--- src/rtl/mau_sequencer.sv ---
// Command sequencer for the MAU: latches a command, streams matrix words from RAM,
// drives the operand buses, waits for completion (with timeout) and returns both results.
module mau_sequencer #(
    parameter int MAT_WORDS = 4,
    parameter int TIMEOUT   = 255
) (
    input  logic        clk,
    input  logic        reset,
    input  logic        cmd_valid,
    output logic        cmd_ready,
    input  logic        cmd_mode,
    input  logic [7:0]  cmd_base,
    input  logic [15:0] cmd_vec_s,
    input  logic [15:0] cmd_vec_i,
    output logic [7:0]  ram_addr,
    input  logic [15:0] ram_rdata,
    output logic        mau_start,
    output logic        mau_mode,
    output logic [15:0] mau_mat,
    output logic [15:0] mau_dbs,
    output logic [15:0] mau_dbi,
    output logic        mau_drive,
    input  logic        mau_busy,
    output logic        mau_read,
    input  logic [15:0] mau_res_s,
    input  logic [15:0] mau_res_i,
    output logic        res_valid,
    input  logic        res_ready,
    output logic [15:0] res_s,
    output logic [15:0] res_i,
    output logic        timeout_err
);

    localparam int FW = (MAT_WORDS > 1) ? $clog2(MAT_WORDS) : 1;
    localparam int TW = $clog2(TIMEOUT + 1);

    typedef enum logic [2:0] {
        IDLE  = 3'd0,
        START = 3'd1,
        FEED  = 3'd2,
        WAIT  = 3'd3,
        TURN  = 3'd4,
        READ  = 3'd5,
        HOLD  = 3'd6
    } state_t;

    state_t         r_state;
    state_t         w_state_next;
    logic           r_mode;
    logic [7:0]     r_addr;
    logic [15:0]    r_vec_s;
    logic [15:0]    r_vec_i;
    logic [FW-1:0]  r_feed_cnt;
    logic [TW-1:0]  r_wait_cnt;
    logic [15:0]    r_res_s;
    logic [15:0]    r_res_i;
    logic           r_timeout_err;
    logic           w_accept;
    logic           w_abort;

    assign w_accept = cmd_valid && (r_state == IDLE);

    always_ff @(posedge clk or posedge reset) begin
        if (reset) begin
            r_state       <= IDLE;
            r_mode        <= 1'b0;
            r_addr        <= 8'h00;
            r_vec_s       <= 16'h0000;
            r_vec_i       <= 16'h0000;
            r_feed_cnt    <= '0;
            r_wait_cnt    <= '0;
            r_res_s       <= 16'h0000;
            r_res_i       <= 16'h0000;
            r_timeout_err <= 1'b0;
        end else begin
            r_state <= w_state_next;
            if (w_accept) begin
                r_mode        <= cmd_mode;
                r_addr        <= cmd_base;
                r_vec_s       <= cmd_vec_s;
                r_vec_i       <= cmd_vec_i;
                r_feed_cnt    <= '0;
                r_wait_cnt    <= '0;
                r_timeout_err <= 1'b0;
            end
            // The address runs one word ahead of the data because RAM reads take a cycle.
            if (r_state == START || r_state == FEED) begin
                r_addr <= r_addr + 8'd1;
            end
            if (r_state == FEED) begin
                r_feed_cnt <= r_feed_cnt + 1'b1;
            end
            if (r_state == WAIT && mau_busy) begin
                r_wait_cnt <= r_wait_cnt + 1'b1;
            end
            if (w_abort) begin
                r_timeout_err <= 1'b1;
            end
            if (r_state == READ) begin
                r_res_s <= mau_res_s;
                r_res_i <= mau_res_i;
            end
        end
    end

    always_comb begin
        w_state_next = r_state;
        w_abort      = 1'b0;
        mau_start    = 1'b0;
        mau_drive    = 1'b0;
        mau_read     = 1'b0;
        mau_mat      = 16'h0000;
        ram_addr     = 8'h00;
        res_valid    = 1'b0;
        case (r_state)
            IDLE: begin
                if (cmd_valid) begin
                    w_state_next = START;
                end
            end
            START: begin
                mau_start    = 1'b1;
                mau_drive    = 1'b1;
                ram_addr     = r_addr;
                w_state_next = FEED;
            end
            FEED: begin
                mau_drive = 1'b1;
                ram_addr  = r_addr;
                mau_mat   = ram_rdata;
                if (r_feed_cnt == FW'(MAT_WORDS - 1)) begin
                    w_state_next = WAIT;
                end
            end
            WAIT: begin
                mau_drive = 1'b1;
                if (!mau_busy) begin
                    w_state_next = TURN;
                end else if (r_wait_cnt == TW'(TIMEOUT - 1)) begin
                    w_state_next = IDLE;
                    w_abort      = 1'b1;
                end
            end
            TURN: begin
                mau_read     = 1'b1;
                w_state_next = READ;
            end
            READ: begin
                mau_read     = 1'b1;
                w_state_next = HOLD;
            end
            HOLD: begin
                res_valid = 1'b1;
                if (res_ready) begin
                    w_state_next = IDLE;
                end
            end
            default: begin
                w_state_next = IDLE;
            end
        endcase
    end

    // Operand buses are released together with the drive enable so nothing floats driven.
    assign mau_mode    = mau_drive ? r_mode : 1'b0;
    assign mau_dbs     = mau_drive ? r_vec_s : 16'h0000;
    assign mau_dbi     = mau_drive ? r_vec_i : 16'h0000;
    assign cmd_ready   = (r_state == IDLE) && !reset;
    assign res_s       = r_res_s;
    assign res_i       = r_res_i;
    assign timeout_err = r_timeout_err;

endmodule

--- config.mk ---
export PLATFORM = sky130hd
export DESIGN_NAME = mau_sequencer
export DESIGN_NICKNAME = d
export VERILOG_FILES = /design/src/rtl/mau_sequencer.sv
export SDC_FILE = /design/constraint.sdc
export NUM_CORES = 1
export LEC_CHECK = 0
export CORE_UTILIZATION = 45
export CTS_CLUSTER_DIAMETER = 150
export DETAILED_ROUTE_END_ITERATION = 10
export PLACE_DENSITY_LB_ADDON = 0.08
export SYNTH_ARGS = -nofsm -noshare
export SYNTH_HDL_FRONTEND = slang
export SYNTH_SLANG_ARGS = --single-unit
--- constraint.sdc ---
create_clock -name clk -period 6.65 [get_ports clk]
set_clock_uncertainty 0.05 [all_clocks]
set_input_delay 0.665 -clock clk [delete_from_list [all_inputs] [get_ports clk]]
set_output_delay 0.665 -clock clk [all_outputs]
set_load 0.02 [all_outputs]
==> flow_summary.json <==
{
  "htree_num_levels": 3,
  "core_mm2": 0.00876,
  "pre_cts_slack_ps": 3330,
  "place_area_mm2": 0.00599,
  "wirelength_um": 10400,
  "die_area_mm2": 0.00949,
  "start_kind": "register",
  "min_period_ps": 3680,
  "antenna_found_initial": 0,
  "post-synth-top-count-cell": "nand2_1",
  "drc": 0,
  "synth_common_cells": "110 x nand2_1, 87 x dfrtp_1, 37 x and2_1",
  "first_global_vias": 3522,
  "async_flop_share_pct": 100,
  "fin_cells": 696,
  "slowest_stage": "nor2_2",
  "criticalPathCategory": "register to primary output",
  "viasPerCell": 5.08,
  "p_per_area_mw_per_mm2": 472,
  "critical_path.cell_chain": "nor2_1, nor2_2, and2_1, clkdlybuf4s50_1",
  "yosys.area_share.simple_pct": 25.2,
  "syn_area_mm2": 0.00410,
  "drive_gt1_share_pct": 10.2,
  "p_leak_nw": 2.79,
  "fmax_mhz": 272,
  "finalCritPeriodShare_pct": 55.4,
  "synth_nets": 504,
  "die_x_um": 97.4,
  "num_antenna_cells": 0,
  "ys.warnings.count": 0,
  "vias": 3533,
  "synth_top_family_by_area": "simple AND/OR/NAND/NOR gates",
  "synthCells": 406,
  "port_buffers": 188,
  "root_buffer": "clkbuf_8",
  "arrival_ps": 2970,
  "grt_max_degree": 51,
  "vdd_drop_max_uv": 222,
  "cpPeakStageDelay_ps": 860,
  "cts_max_path_buffers": 2,
  "synth_edf_count": 0,
  "synthMuxAreaShare_pct": 9.58,
  "synthTopCellsByArea": "dfrtp_1 53%, nand2_1 10%, mux2_2 8.8%, and2_1 5.6%, and3_1 4.0%",
  "yosys.area.top_type": "dfrtp_1",
  "cts.sinks": 87,
  "cts_hold_buf": 0,
  "worstHoldPathType": "register to register",
  "relSlewSlack_pct": 26.7,
  "ys.flop_type": "dfrtp_1",
  "first_pass_iters": 4,
  "ys_ff_latch": 87,
  "setup_ws_ps": 2970,
  "clk_latency_ps": 350,
  "clk_pin_slew_ps": 90,
  "tightest_slew_ps": 1100,
  "hold_viol": 0,
  "pin_count": 189,
  "grt_pass1_wl_um": 17100,
  "postLayoutCellArea_mm2": 0.00617,
  "rsz0062_at_grt": "no",
  "drt_iter0_markers": 182,
  "finalSetupTns_ps": 0,
  "area_growth_pct": 50.6,
  "fillCellCount": 707,
  "gp_congestion": 0.766,
  "wl_per_cell_um": 15.0,
  "cp-end-kind": "primary output",
  "dp_cells": 680,
  "worst-path-max-fanout": 34,
  "synthXorXnorAreaFrac_pct": 0.855,
  "grtUsageTotal_pct": 22.5,
  "ant_nets": 0,
  "synth_top_area_share_pct": 53.1,
  "synth_seq_area_share_pct": 53.1,
  "final_nets": 681,
  "cts_tree": "yes",
  "synthAdderAreaFrac_pct": 1.22,
  "cp.required_ps": 5930,
  "slew_viol_final": 0,
  "outcome": "completed",
  "synth_cell_types": 46,
  "post_cts_buffers": 0,
  "hpwl_um": 7390,
  "initial_core_util_pct": 46.8,
  "cts-buffers-inserted": 9,
  "fp-row-count": 34,
  "cap_violations": 0,
  "synth_compound_area_share_pct": 5.98,
  "grt_remaining_overflow": 0,
  "setup_viol": 0,
  "ctsResizeCount": 0,
  "syn_avg_cell_area_um2": 10.1,
  "die_y_um": 97.4
}
-- per-stage QoR --
step / power (mW) / utilization, % / hold slack, ps
after floorplan: 1.89 / - / 387
after global placement: 2.55 / 68.4 / 400
after detailed placement: 2.59 / 68.4 / 405
after CTS: 2.94 / 70.4 / 425
after global routing: 3.11 / 70.4 / 444
final: 2.92 / 70.4 / 421
-- layout make-up --
type                            count  area [um^2]  share of cell area (%)
Inverter                            4         16.3                   0.263
Timing Repair Buffer              190         1900                    30.7
Clock buffer                       11          141                    2.29
Clock inverter                      5         41.3                   0.669
Sequential cell                    87         2180                    35.3
Multi-Input combinational cell    291         1770                    28.6
Tap cell                          108          135                    2.19
-- power breakdown --
| part | total [mW] | leakage [nW] | internal, mW | switching [mW] |
|---|---|---|---|---|
| combinational | 1.64 | 1.65 | 0.809 | 0.830 |
| sequential | 0.934 | 1.06 | 0.767 | 0.168 |
| clock | 0.343 | 0.0861 | 0.149 | 0.195 |
| total | 2.92 | 2.79 | 1.72 | 1.19 |
-- layout by cell type, fill, tap and decap left out, drive strengths merged, types with 3 or more instances in the layout --
| cell | synthesis | routed |
|---|---|---|
| o22ai | 4 | 4 |
| nor2 | 14 | 14 |
| and3 | 26 | 26 |
| nor3 | 3 | 3 |
| ha | 4 | 4 |
| xor2 | 3 | 3 |
| clkdlybuf4s50 | 0 | 188 |
| nand4 | 5 | 5 |
| clkinv | 0 | 3 |
| mux2 | 34 | 34 |
| dfrtp | 87 | 87 |
| inv | 4 | 4 |
| a21oi | 5 | 5 |
| and2 | 38 | 38 |
| clkbuf | 9 | 11 |
| nand3 | 7 | 7 |
| o21ai | 12 | 12 |
| nand2 | 111 | 111 |
-- layer usage --
layer | global-route usage (%) | part of all wire, % | vias up
li1 | - | - | 1716
met4 | 8.03 | 1.8 | 0
met1 | 29.6 | 43 | 1682
met2 | 37.1 | 49 | 117
met3 | 4.46 | 5.5 | 18
met5 | 0 | 0 | -
-- critical path, delay by kind of cell (launching register included) --
family,cells,cell delay [ps]
flops,1,660
simple gates,3,1330
buf+inv,1,610
-- sequential cells by signal, summed over array words and instances, names as in the netlist --
| register | cells |
|---|---|
| r_feed_cnt | 2 |
| r_vec_s | 16 |
| timeout_err | 1 |
| res_i | 16 |
| r_addr | 8 |
| r_vec_i | 16 |
| res_s | 16 |
| r_mode | 1 |
| r_state | 3 |
| r_wait_cnt | 8 |
-- logic make-up after synthesis --
| group | after synthesis |
|---|---|
| xor gates and xnor gates | 4 |
| adders and majority gates | 4 |
| DFF | 87 |
| and+or+nand+nor | 211 |
| AOI/OAI and AO/OA | 37 |
| muxes | 35 |
| buffers and inverters | 28 |
-- path summary, 6_finish.rpt --
path	slack, ps	cells past startpoint	from	end
hold / removal	420	2	r_vec_s[5]$_DFFE_PP0P_	r_vec_s[5]$_DFFE_PP0P_
min in group asynchronous	690	2	reset	res_i[0]$_DFFE_PP0N_
hold reg to reg	420	2	r_vec_s[5]$_DFFE_PP0P_	r_vec_s[5]$_DFFE_PP0P_
setup / recovery	2970	4	r_state[1]$_DFFE_PP0P_	mau_dbs[15]
max in group asynchronous	4790	3	reset	r_vec_i[0]$_DFFE_PP0P_
setup reg to reg	4220	4	r_state[2]$_DFFE_PP0P_	r_addr[6]$_DFFE_PP0P_
Power figures use the tool's default switching activity.
